--- src/rtl/dac_stream_sequencer.sv ---
// Rate-timed sample FIFO sitting between the dj8 CPU bus and the 8-bit DAC register.
// The CPU queues samples at FF00; a programmable divider pops one per period onto dac_out.
module dac_stream_sequencer #(
  parameter int unsigned DEPTH       = 8,
  parameter logic [7:0]  RESET_LEVEL = 8'h80,
  parameter logic [7:0]  DIV_RESET   = 8'hFF
) (
  input  logic        clk,
  input  logic        rst_n,
  input  logic        ena,
  input  logic [15:0] bus_addr,
  input  logic [7:0]  bus_wdata,
  input  logic        bus_we_n,
  output logic [7:0]  bus_rdata,
  output logic        rd_sel,
  output logic [7:0]  dac_out,
  output logic [3:0]  fifo_level
);

  localparam int unsigned PW         = $clog2(DEPTH);
  localparam logic [3:0]  LEVEL_FULL = 4'(DEPTH);
  localparam logic [15:0] ADDR_DATA  = 16'hFF00;
  localparam logic [15:0] ADDR_CTRL  = 16'hFF01;
  localparam logic [15:0] ADDR_DIV   = 16'hFF02;

  logic [7:0]    div_q, div_d;
  logic [7:0]    cnt_q, cnt_d;
  logic          run_q, run_d;
  logic          ovf_q, ovf_d;
  logic          unf_q, unf_d;
  logic [PW-1:0] rdPtr_q, rdPtr_d;
  logic [PW-1:0] wrPtr_q, wrPtr_d;
  logic [3:0]    level_q, level_d;
  logic [7:0]    dac_q, dac_d;
  logic [7:0]    mem_q [DEPTH];

  logic wrEn;
  logic pushReq;
  logic ctrlWr;
  logic divWr;
  logic clearFifo;
  logic clearFlags;
  logic tick;
  logic fifoFull;
  logic fifoEmpty;
  logic doPop;
  logic doPush;
  logic setOvf;
  logic setUnf;

  assign wrEn       = ena & ~bus_we_n;
  assign pushReq    = wrEn & (bus_addr == ADDR_DATA);
  assign ctrlWr     = wrEn & (bus_addr == ADDR_CTRL);
  assign divWr      = wrEn & (bus_addr == ADDR_DIV);
  assign clearFifo  = ctrlWr & bus_wdata[1];
  assign clearFlags = ctrlWr & bus_wdata[7];

  assign fifoFull  = (level_q == LEVEL_FULL);
  assign fifoEmpty = (level_q == 4'd0);
  assign tick      = run_q & ena & (cnt_q == 8'd0);

  // A clear in the tick cycle swallows the pop: the head is discarded, not played, and no underflow.
  assign doPop  = tick & ~fifoEmpty & ~clearFifo;
  assign setUnf = tick & fifoEmpty & ~clearFifo;
  assign doPush = pushReq & (~fifoFull | doPop);
  assign setOvf = pushReq & fifoFull & ~doPop;

  // While stopped the counter tracks div, so a run 0->1 gives a full div+1 period before the first tick.
  always_comb begin
    div_d = div_q;
    run_d = run_q;
    cnt_d = cnt_q;
    if (divWr) begin
      div_d = bus_wdata;
    end
    if (ctrlWr) begin
      run_d = bus_wdata[0];
    end
    if (divWr) begin
      cnt_d = bus_wdata;
    end else if (!run_q) begin
      cnt_d = div_q;
    end else if (ena) begin
      cnt_d = (cnt_q == 8'd0) ? div_q : cnt_q - 8'd1;
    end
  end

  always_comb begin
    rdPtr_d = rdPtr_q;
    wrPtr_d = wrPtr_q;
    level_d = level_q;
    dac_d   = dac_q;
    if (clearFifo) begin
      rdPtr_d = '0;
      wrPtr_d = '0;
      level_d = 4'd0;
    end else begin
      if (doPop) begin
        rdPtr_d = rdPtr_q + PW'(1);
        dac_d   = mem_q[rdPtr_q];
      end
      if (doPush) begin
        wrPtr_d = wrPtr_q + PW'(1);
      end
      level_d = level_q + {3'b000, doPush} - {3'b000, doPop};
    end
  end

  // Sticky flags: a set in the same cycle as a clear takes priority.
  always_comb begin
    ovf_d = clearFlags ? 1'b0 : ovf_q;
    unf_d = clearFlags ? 1'b0 : unf_q;
    if (setOvf) begin
      ovf_d = 1'b1;
    end
    if (setUnf) begin
      unf_d = 1'b1;
    end
  end

  always_ff @(posedge clk) begin
    if (!rst_n) begin
      div_q   <= DIV_RESET;
      cnt_q   <= DIV_RESET;
      run_q   <= 1'b0;
      ovf_q   <= 1'b0;
      unf_q   <= 1'b0;
      rdPtr_q <= '0;
      wrPtr_q <= '0;
      level_q <= 4'd0;
      dac_q   <= RESET_LEVEL;
    end else begin
      div_q   <= div_d;
      cnt_q   <= cnt_d;
      run_q   <= run_d;
      ovf_q   <= ovf_d;
      unf_q   <= unf_d;
      rdPtr_q <= rdPtr_d;
      wrPtr_q <= wrPtr_d;
      level_q <= level_d;
      dac_q   <= dac_d;
    end
  end

  // Storage has no reset; occupancy and pointers alone decide what is valid.
  always_ff @(posedge clk) begin
    if (doPush) begin
      mem_q[wrPtr_q] <= bus_wdata;
    end
  end

  always_comb begin
    bus_rdata = 8'h00;
    case (bus_addr)
      ADDR_CTRL: bus_rdata = {ovf_q, unf_q, fifoFull, fifoEmpty, level_q};
      ADDR_DIV:  bus_rdata = div_q;
      default:   bus_rdata = 8'h00;
    endcase
  end

  assign rd_sel     = (bus_addr == ADDR_CTRL);
  assign dac_out    = dac_q;
  assign fifo_level = level_q;

endmodule

--- config.mk ---
export PLATFORM = sky130hd
export DESIGN_NAME = dac_stream_sequencer
export DESIGN_NICKNAME = d
export VERILOG_FILES = /design/src/rtl/dac_stream_sequencer.sv
export SDC_FILE = /design/constraint.sdc
export NUM_CORES = 1
export LEC_CHECK = 0
export ABC_AREA = 1
export CAP_MARGIN = 20
export CORE_UTILIZATION = 29
export CTS_CLUSTER_DIAMETER = 40
export DETAILED_ROUTE_END_ITERATION = 10
export DONT_BUFFER_PORTS = 1
export PLACE_DENSITY = 0.42
export SLEW_MARGIN = 20
export SYNTH_ARGS = -nofsm -noshare
export SYNTH_HDL_FRONTEND = slang
export SYNTH_SLANG_ARGS = --single-unit
--- constraint.sdc ---
create_clock -name clk -period 2 [get_ports clk]
set_input_delay 0.2 -clock clk [delete_from_list [all_inputs] [get_ports clk]]
set_output_delay 0.2 -clock clk [all_outputs]
set_load 0.03 [all_outputs]
==> flow_metrics.py, run 1 <==
metrics = {
    "status": {
        "status": "finished with violations",
        "violations": "setup timing",
    },
    "sta": {
        "slew_violations": 0,
        "tightest_slew_ns": 0.7678,
        "rsz0062_at_grt": "true",
        "slew_headroom_pct": 48.64,
        "setup_ws_ns": -0.01819,
        "final-setup-viol-count": 2,
        "fin_crit_ns": 2.018,
        "max_freq_mhz": 495.5,
        "hold_viol": 0,
        "timing.setup.tns_ns": -0.02426,
        "skew_ns": 0.005655,
        "fin_crit_sh_pct": 100.9,
    },
    "floorplanning": {
        "dieHeight_microns": 128.5,
        "core_area_sq_mm": 0.01543,
        "io_pins": 49,
        "dieArea_sq_mm": 0.01652,
        "start_util_pct": 30.09,
        "die_w_microns": 128.5,
        "num_rows": 45,
    },
    "power": {
        "p_seq_share_pct": 53.8,
        "ir_worst_vdd_mv": 0.4099,
        "power.switching_mw": 0.8745,
        "p_comb_share_pct": 2.1,
        "p_leak_nw": 2.330,
        "powerDensity_mw_per_mm2": 697.0,
        "internal_power_mw": 3.223,
        "switching_share_pct": 21.34,
        "p_clk_share_pct": 44.1,
        "finalPower_mw": 4.098,
    },
    "yosys": {
        "synth_edf_count": 64,
        "synth_cells": 487,
        "synthFlopType": "edfxtp_1",
        "yosysWarnings": 0,
        "synth.top_cells.by_area": "edfxtp_1, dfxtp_1, nand2_1, nor2_1, o21ai_0",
        "ys_async_sr_fraction_pct": 0,
        "synth_most_common_cell": "nand2_1",
        "ys_types": 36,
        "synth.largest_area_cell": "edfxtp_1",
        "yosysSeqAreaShare_pct": 57.36,
        "syn_nets": 525,
        "ys_ff_latch": 101,
        "synth_area_sq_mm": 0.004642,
        "synth_area_per_cell_sq_um": 9.532,
        "synth_common_cells": "nand2_1, edfxtp_1, nor2_1",
        "yosysTopAreaCellShare_pct": 41.40,
    },
    "worst_setup_path": {
        "max_stage_delay_ns": 0.44,
        "cp.depth": 14,
        "critical_path.max_fanout": 3,
        "r2r_cells": 14,
        "cp-start-kind": "flip-flop",
        "cp_common_cell": "nand2_4",
        "cp.arrival_ns": 2.28,
        "cp_top_family": "adder cells",
        "regToRegStartpoint": "cnt_q[1]",
        "cp_num_buf_inv": 2,
        "crit_chain": "inv_2 > ha_4 > nand2_4 > nor2_4 > nand3_4 > nor2_4 > nand2_4 > nand2_4 > nand2_4 > o21ai_2 > ha_2 > fa_2 > inv_2 > nor2_1",
        "crit_slowest_cell": "fa_2",
        "criticalPathCategory": "reg -> reg",
        "critical_path_required_ns": 2.26,
        "end_kind": "flip-flop",
        "crit_start": "cnt_q[1]",
    },
    "placed_design": {
        "postPlaceCellArea_sq_mm": 0.005308,
        "dp_hpwl_mm": 8.215,
        "finalWeightedCongestion": 0.7732,
        "io_buffers": 0,
    },
    "global_routing": {
        "grt_max_degree": 35,
        "grt_pass1_vias": 3484,
        "grt_overflow": 0,
        "antenna_found_initial": 1,
        "globalRouteTotalUtil_pct": 15.43,
        "grt_pass1_wl_mm": 18.68,
    },
    "route": {
        "vias": 3511,
        "drt_iter0_markers": 201,
        "drc": 0,
        "dr.pass1.iters": 4,
        "routedWlPerCell_microns": 15.15,
        "vias_per_cell": 4.542,
        "ant_nets": 0,
        "drt_wl_total_mm": 11.71,
    },
    "cells_and_area": {
        "nNetsFinal": 594,
        "final_area_sq_mm": 0.005879,
        "drive_gt1_share_pct": 24.96,
        "syn_to_final_growth_pct": 26.66,
    },
    "clocking": {
        "clock_latency_ns": 0.35,
        "cts_tree": "done",
        "tritoncts.num_buffers": 9,
        "root_buffer": "clkbuf_16",
        "cts_max_path_buffers": 2,
        "path_clk_slew_ns": 0.07,
        "h-tree-depth": 3,
        "clock-sinks": 101,
    },
    "worst_hold_path": {
        "holdCritStartpoint": "bus_wdata[0]",
        "whs_path_depth": 2,
        "hp-class": "in -> reg",
    },
    "run": {
        "max_cap_violations": 0,
    },
}
-- worst paths after layout --
kind / slack (ns) / end
max: -0.02 / fifo_level[1]
min: 0.04 / run_q
max reg2reg: -0.02 / fifo_level[1]
min reg2reg: 0.48 / div_q[5]
-- layer usage --
layer  routed length, microns  GRT usage [%]
met2                     5536          24.96
met5                        0              0
met3                      532          4.948
met1                     5490          19.61
met4                      153          4.775
-- cell families (layout without fill, tap and decap cells) --
family	Yosys count	in the layout	synth area share [%]
buf+inv	66	140	5.633
fa+ha+maj	10	10	2.857
xor+xnor	6	6	1.132
simple gates	207	207	21.62
other cells	0	1	0
compound gates	97	97	11.40
flops	101	101	57.36
-- metrics by stage --
stage / hold slack (ns) / util [%] / setup slack, ns / instances
after CTS: 0.02424 / 37.23 / -0.06263 / 769
after global placement: 0.2945 / 34.40 / -0.1220 / 741
after global routing: 0.03038 / 38.11 / -0.1396 / 773
after detailed placement: 0.2944 / 34.40 / -0.1511 / 741
after floorplan: 0.2989 / - / -0.09641 / 487
final: 0.03538 / 38.11 / -0.01819 / 773
-- registers in the layout (all words and copies together), names as in the netlist --
| register | count |
|---|---|
| cnt_q | 8 |
| dac_out | 8 |
| div_q | 8 |
| fifo_level | 4 |
| mem_q | 64 |
| ovf_q | 1 |
| rdPtr_q | 3 |
| run_q | 1 |
| unf_q | 1 |
| wrPtr_q | 3 |
-- placed cells by master (no fill, tap or decap), drive strengths merged --
cell type,Yosys,final
o22ai,22,22
inv,50,52
clkinvlp,0,2
nand3b,2,2
xor2,2,2
fa,1,1
a21oi,13,13
ha,9,9
nor3,8,8
clkinv,1,3
diode,0,1
or2,1,1
buf,4,63
dlygate4sd3,0,10
xnor2,4,4
nand3,28,28
bufinv,0,1
nand4,5,5
nor4,1,1
o211ai,2,2
clkbuf,11,9
nor2,72,72
nand2,90,90
dfxtp,37,37
edfxtp,64,64
o21ai,60,60
-- repair_timing --
item | 4_1_cts | 5_1_grt
pin swaps | 3 | 2
gates resized for setup | 4 | 24
hold buffers | 10 | 0
hold endpoints to repair | 83 | 0
setup endpoints to repair | 43 | 67
setup buffers | 2 | 3
-- power groups by stage --
stage / Sequential (mW) / Clock, mW / Combinational (mW)
finish: 2.21 / 1.81 / 0.0845
global route: 2.21 / 1.95 / 0.0949
CTS: 2.21 / 1.87 / 0.0860
detailed placement: 2.25 / 0 / 0.0464
global placement: 2.25 / 0 / 0.0463
floorplan: 2.25 / 0 / 0.0365
-- cell type report --
cell class / instances / area, sq um
repair buffers: 73 / 603.1
inverters: 51 / 193.9
diodes: 1 / 2.502
well taps: 211 / 264.0
flip-flops and latches: 101 / 2674
fillers: 1613 / 9548
clock inverters: 7 / 82.58
clock buffers: 9 / 225.2
multi-input cells: 320 / 1834
(Power assumes the default switching activity.)
==> run 2, diff against run 1 <==
--- a/config.mk
+++ b/config.mk
@@ -7,11 +7,13 @@
 export LEC_CHECK = 0
 export ABC_AREA = 1
 export CAP_MARGIN = 20
+export CORE_MARGIN = 1.5
 export CORE_UTILIZATION = 29
 export CTS_CLUSTER_DIAMETER = 40
 export DETAILED_ROUTE_END_ITERATION = 10
 export DONT_BUFFER_PORTS = 1
 export PLACE_DENSITY = 0.42
+export RECOVER_POWER = 25
 export SLEW_MARGIN = 20
 export SYNTH_ARGS = -nofsm -noshare
 export SYNTH_HDL_FRONTEND = slang
==> flow_metrics.py, run 2 (synthesized netlist as in run 1, its figures left out) <==
metrics = {
    "status": {
        "status": "finished with violations",
        "violations": "setup timing",
    },
    "worst_hold_path": {
        "whs_path_depth": 2,
        "hp-class": "in -> reg",
    },
    "clocking": {
        "tritoncts.num_buffers": 9,
        "h-tree-depth": 3,
        "root_buffer": "clkbuf_16",
        "clock-sinks": 101,
        "cts_tree": "done",
        "cts_max_path_buffers": 2,
        "clock_latency_ns": 0.34,
        "path_clk_slew_ns": 0.07,
    },
    "cells_and_area": {
        "largest_register": "mem_q",
        "nNetsFinal": 607,
        "n_fill_cell": 1645,
        "drive_gt1_share_pct": 26.13,
        "final_cell_mix": "nand2_1, buf_4, edfxtp_1",
        "syn_to_final_growth_pct": 27.30,
        "diodes": 0,
        "layout_commonest_cell": "nand2_1",
        "largest_reg_flops": 64,
    },
    "placed_design": {
        "io_buffers": 0,
        "finalWeightedCongestion": 0.7682,
        "dp_hpwl_mm": 8.572,
        "place_ws_ns": -0.1566,
    },
    "power": {
        "p_leak_nw": 2.356,
        "finalPower_mw": 3.899,
        "ir_worst_vdd_mv": 0.4253,
        "powerDensity_mw_per_mm2": 659.9,
    },
    "sta": {
        "slew_headroom_pct": 62.70,
        "fin_crit_ns": 2.066,
        "final-setup-viol-count": 3,
        "rsz0062_at_grt": "true",
        "skew_ns": 0.006779,
        "setup_ws_ns": -0.06584,
        "tightest_slew_ns": 0.5577,
        "max_freq_mhz": 484.1,
        "hold_viol": 0,
        "slew_violations": 0,
        "fin_crit_sh_pct": 103.3,
        "hold_slack_ns": 0.007527,
    },
    "route": {
        "vias_per_cell": 4.659,
        "drc": 0,
        "ant_nets": 0,
        "routedWlPerCell_microns": 15.85,
        "drt_wl_total_mm": 12.52,
        "dr.pass1.iters": 4,
        "drt_iter0_markers": 185,
        "vias": 3681,
    },
    "global_routing": {
        "grt_overflow": 0,
        "grt_max_degree": 19,
        "grt_pass1_vias": 3608,
        "antenna_found_initial": 0,
        "globalRouteTotalUtil_pct": 15.80,
        "grt_pass1_wl_mm": 19.68,
    },
    "floorplanning": {
        "io_pins": 49,
        "dieHeight_microns": 129.5,
        "dieArea_sq_mm": 0.01677,
        "num_rows": 46,
        "core_area_sq_mm": 0.01577,
        "start_util_pct": 29.44,
        "die_w_microns": 129.5,
    },
    "worst_setup_path": {
        "cp_common_cell": "nand2_4",
        "criticalPathCategory": "reg -> reg",
        "end_kind": "flip-flop",
        "crit_chain": "inv_2 > ha_4 > nand2_4 > nor2_4 > nand3_2 > nor2_4 > nand2_4 > nand2_4 > nand2_2 > o21ai_2 > ha_2 > fa_2 > inv_2 > nor2_1",
        "crit_slowest_cell": "fa_2",
        "critical_path.max_fanout": 3,
        "cp-start-kind": "flip-flop",
        "cp.arrival_ns": 2.31,
        "r2r_cells": 14,
        "max_stage_delay_ns": 0.44,
        "critical_path_required_ns": 2.24,
    },
    "run": {
        "max_cap_violations": 0,
    },
}
==> run 2: cell types whose count changed in the layout (fill, tap and decap cells not counted), sizes merged <==
cell / delta
inv: -1
buf: +11
diode: -1
bufinv: -1
clkinv: +3
dlygate4sd3: +2
clkinvlp: -1
==> run 2: repair_timing <==
item | CTS | global route
pin swaps | 5 | 4
endpoints found under the hold margin | 78 | 0
hold buffers | 12 | 0
setup endpoints to repair | 66 | 67
resized for setup | 12 | 11
cloned | 0 | 0
setup buffers | 4 | 5
==> run 2: power breakdown <==
group          switching (mW)  internal, mW  leakage, nW  total [mW]
clock network           0.769         0.836        0.128        1.60
registers          0.00000319          2.21        0.874        2.21
logic                  0.0545        0.0333         1.35      0.0878
==> run 2: worst max-delay path: cells and delay by family, from the launching register on <==
family	cells	cell delay, ns
flip-flops	1	0.33
adder cells (fa/ha/maj)	3	0.78
buffers and inverters	2	0.12
AO/OA/AOI/OAI	1	0.12
AND/OR/NAND/NOR	8	0.61
==> run 2: routing by layer <==
| layer | vias up | share of wire (%) | GRT usage, % |
|---|---|---|---|
| met1 | 1770 | 48 | 21.45 |
| met3 | 13 | 3.9 | 2.147 |
| met4 | 0 | 1.8 | 6.144 |
| met5 | - | 0 | 0 |
| li1 | 1826 | - | - |
| met2 | 72 | 47 | 25.66 |
==> run 2: layout make-up <==
cell class	count	area [sq um]	area share (%)
multi-input cells	320	1808	30.59
flip-flops and latches	101	2676	45.29
well taps	216	270.3	4.573
clock buffers	9	225.2	3.811
repair buffers	86	694.4	11.75
clock inverters	7	41.29	0.6987
inverters	51	193.9	3.282
==> run 2: path summary, 6_finish.rpt <==
path	startpoint	endpoint	slack, ns
worst max register to register	cnt_q[1]	fifo_level[1]	-0.07
worst max-delay path	cnt_q[1]	fifo_level[1]	-0.07
worst min register to register	div_q[5]	div_q[5]	0.49
worst min-delay path	rst_n	dac_out[3]	0.008
==> run 2: metrics by stage <==
step	instances	area, sq um	setup TNS, ns	util [%]
after floorplan	487	4678	-0.1853	-
after global placement	753	5366	-0.2944	34.03
after detailed placement	753	5366	-1.297	34.03
after CTS	785	5821	-0.05664	36.91
after global routing	790	5909	-1.791	37.47
final	790	5909	-0.06890	37.47
==> run 3, diff against run 2 <==
--- a/config.mk
+++ b/config.mk
@@ -5,13 +5,13 @@
 export SDC_FILE = /design/constraint.sdc
 export NUM_CORES = 1
 export LEC_CHECK = 0
-export ABC_AREA = 1
 export CAP_MARGIN = 20
 export CORE_MARGIN = 1.5
 export CORE_UTILIZATION = 29
 export CTS_CLUSTER_DIAMETER = 40
 export DETAILED_ROUTE_END_ITERATION = 10
 export DONT_BUFFER_PORTS = 1
+export GPL_ROUTABILITY_DRIVEN = 0
 export PLACE_DENSITY = 0.42
 export RECOVER_POWER = 25
 export SLEW_MARGIN = 20
==> flow_metrics.py, run 3 <==
metrics = {
    "status": {
        "status": "finished with violations",
        "violations": "setup timing",
    },
    "yosys": {
        "ys_types": 55,
        "ys_async_sr_fraction_pct": 0,
        "synth_common_cells": "edfxtp_1, nand2_1, dfxtp_1",
        "synth.largest_area_cell": "edfxtp_1",
        "synth_area_sq_mm": 0.004444,
        "synth_cells": 344,
        "syn_nets": 382,
        "synth_most_common_cell": "edfxtp_1",
        "yosysWarnings": 0,
        "synth_area_per_cell_sq_um": 12.92,
        "ys_ff_latch": 101,
        "yosysSeqAreaShare_pct": 59.91,
        "synth_edf_count": 64,
        "yosysTopAreaCellShare_pct": 43.24,
        "synth.top_cells.by_area": "edfxtp_1, dfxtp_1, mux4_2, nand2_1, ha_1",
        "synthFlopType": "edfxtp_1",
    },
    "route": {
        "vias_per_cell": 4.906,
        "drc": 0,
        "routedWlPerCell_microns": 18.94,
        "drt_wl_total_mm": 11.67,
        "ant_nets": 0,
        "drt_iter0_markers": 161,
        "vias": 3022,
        "dr.pass1.iters": 6,
    },
    "floorplanning": {
        "dieArea_sq_mm": 0.01608,
        "num_rows": 45,
        "core_area_sq_mm": 0.01509,
        "dieHeight_microns": 126.8,
        "start_util_pct": 29.45,
        "io_pins": 49,
        "die_w_microns": 126.8,
    },
    "power": {
        "powerDensity_mw_per_mm2": 706.0,
        "switching_share_pct": 20.05,
        "internal_power_mw": 3.326,
        "p_comb_share_pct": 1.8,
        "p_clk_share_pct": 45.1,
        "ir_worst_vdd_mv": 0.4471,
        "power.switching_mw": 0.8339,
        "p_leak_nw": 2.082,
        "p_seq_share_pct": 53.1,
    },
    "cells_and_area": {
        "drive_gt1_share_pct": 34.58,
        "finalNonFillerCells": 616,
        "syn_to_final_growth_pct": 32.60,
        "n_fill_cell": 1478,
        "layout_commonest_cell": "edfxtp_1",
        "final_area_sq_mm": 0.005893,
        "final_cell_mix": "edfxtp_1, buf_4, nand2_1",
        "largest_register": "mem_q",
        "diodes": 0,
        "largest_reg_flops": 64,
        "nNetsFinal": 462,
    },
    "global_routing": {
        "grt_max_degree": 18,
        "grt_pass1_wl_mm": 17.83,
        "grt_overflow": 0,
        "grt_pass1_vias": 3091,
        "antenna_found_initial": 0,
        "globalRouteTotalUtil_pct": 15.23,
    },
    "clocking": {
        "h-tree-depth": 3,
        "cts_tree": "done",
        "clock_latency_ns": 0.35,
        "cts_max_path_buffers": 2,
        "clock-sinks": 101,
        "tritoncts.num_buffers": 9,
        "path_clk_slew_ns": 0.07,
        "root_buffer": "clkbuf_16",
    },
    "placed_design": {
        "dp.cells": 584,
        "io_buffers": 0,
        "place_ws_ns": -0.4708,
        "postPlaceCellArea_sq_mm": 0.005293,
        "dp_hpwl_mm": 8.247,
    },
    "worst_setup_path": {
        "critical_path_required_ns": 2.24,
        "end_kind": "flip-flop",
        "max_stage_delay_ns": 0.56,
        "criticalPathCategory": "reg -> reg",
        "crit_slowest_cell": "or4_4",
        "r2r_slack_ns": -0.34,
        "cp-start-kind": "flip-flop",
        "cp.arrival_ns": 2.58,
        "crit_chain": "or4_4 > nor4_4 > o21a_4 > o21ai_4 > o21ai_2 > ha_4 > fa_1 > and2_1",
        "critical_path.max_fanout": 5,
    },
    "sta": {
        "hold_viol": 0,
        "setup_ws_ns": -0.3407,
        "max_freq_mhz": 427.2,
        "fin_crit_ns": 2.341,
        "fin_crit_sh_pct": 117.0,
        "timing.setup.tns_ns": -16.23,
        "rsz0062_at_grt": "true",
        "final-setup-viol-count": 75,
        "skew_ns": 0.01065,
        "slew_headroom_pct": 53.89,
        "slew_violations": 0,
        "tightest_slew_ns": 0.6884,
    },
    "worst_hold_path": {
        "hp-class": "in -> reg",
    },
    "run": {
        "max_cap_violations": 0,
    },
}
[run 3: cell types whose count changed in the layout (fill, tap and decap cells not counted), sizes merged, moves of 5 or more]
| cell | before | now |
|---|---|---|
| nor2 | 72 | 16 |
| o21ai | 60 | 15 |
| nand2 | 90 | 46 |
| inv | 51 | 13 |
| o22ai | 22 | 0 |
| nand3 | 28 | 11 |
| mux4 | 0 | 16 |
| mux2 | 0 | 7 |
| mux2i | 0 | 6 |
| a211o | 0 | 5 |
| nand2b | 0 | 5 |
[run 3: power by group through the flow]
stage,sequential (mW),combinational [mW],clock [mW]
CTS,2.21,0.0757,1.92
global route,2.21,0.0824,2.01
finish,2.21,0.0759,1.88
global placement,2.26,0.0348,0
detailed placement,2.26,0.0352,0
floorplan,2.26,0.0238,0
[run 3: area by class of cell]
| cell class | count | area, sq um | share of cell area, % |
|---|---|---|---|
| tap | 188 | 235.2 | 3.992 |
| clock inverter | 6 | 88.84 | 1.507 |
| multi-input combinational | 215 | 1822 | 30.91 |
| timing repair buffer | 84 | 803.3 | 13.63 |
| sequential | 101 | 2670 | 45.31 |
| inverter | 13 | 48.80 | 0.8280 |
| clock buffer | 9 | 225.2 | 3.822 |
[run 3: metrics by stage]
| stage | hold WS (ns) | total power [mW] | utilization, % |
|---|---|---|---|
| after floorplan | 0.2889 | 2.280 | - |
| final | 0.01645 | 4.160 | 39.05 |
| after global placement | 0.2738 | 2.291 | 35.07 |
| after detailed placement | 0.2765 | 2.291 | 35.07 |
| after global routing | 0.01228 | 4.295 | 39.05 |
| after CTS | 0.0003089 | 4.206 | 38.55 |
[run 3: final timing paths]
path / startpoint / endpoint / depth (start not counted)
worst max register to register: cnt_q[5] / fifo_level[1] / 8
worst min register to register: unf_q / unf_q / 2
worst min-delay path: bus_wdata[3] / div_q[3] / 2
worst max-delay path: cnt_q[5] / fifo_level[1] / 8
[run 3: worst max-delay path: cells and delay by family (launching register included)]
| family | cells | cell delay [ns] |
|---|---|---|
| adder cells (fa/ha/maj) | 2 | 0.55 |
| flip-flops | 1 | 0.32 |
| AO/OA/AOI/OAI | 3 | 0.46 |
| AND/OR/NAND/NOR | 3 | 0.91 |
[run 3: kinds of logic (layout without fill, tap and decap cells)]
kind of cell | count (synthesis) | in the layout | synth area share, %
compound gates | 55 | 55 | 8.700
xor+xnor | 8 | 8 | 1.577
fa+ha+maj | 10 | 10 | 2.984
buf+inv | 28 | 112 | 2.731
flops | 101 | 101 | 59.91
mux | 29 | 29 | 11.23
simple gates | 113 | 113 | 12.87
[run 3: timing repair]
action / CTS / global route
hold endpoints to repair: 80 / 0
gates resized for setup: 19 / 11
pin swaps: 5 / 4
setup endpoints to repair: 76 / 81
setup buffers: 3 / 5
hold buffers: 9 / 0
[run 3: metal layers]
metal  GRT usage [%]  routed length [microns]  up-vias
li1                -                        -     1454
met5               0                        0        -
met1           20.31                     5457     1480
met2           24.37                     5429       72
met4           6.885                      271        0
met3           2.657                      510       16
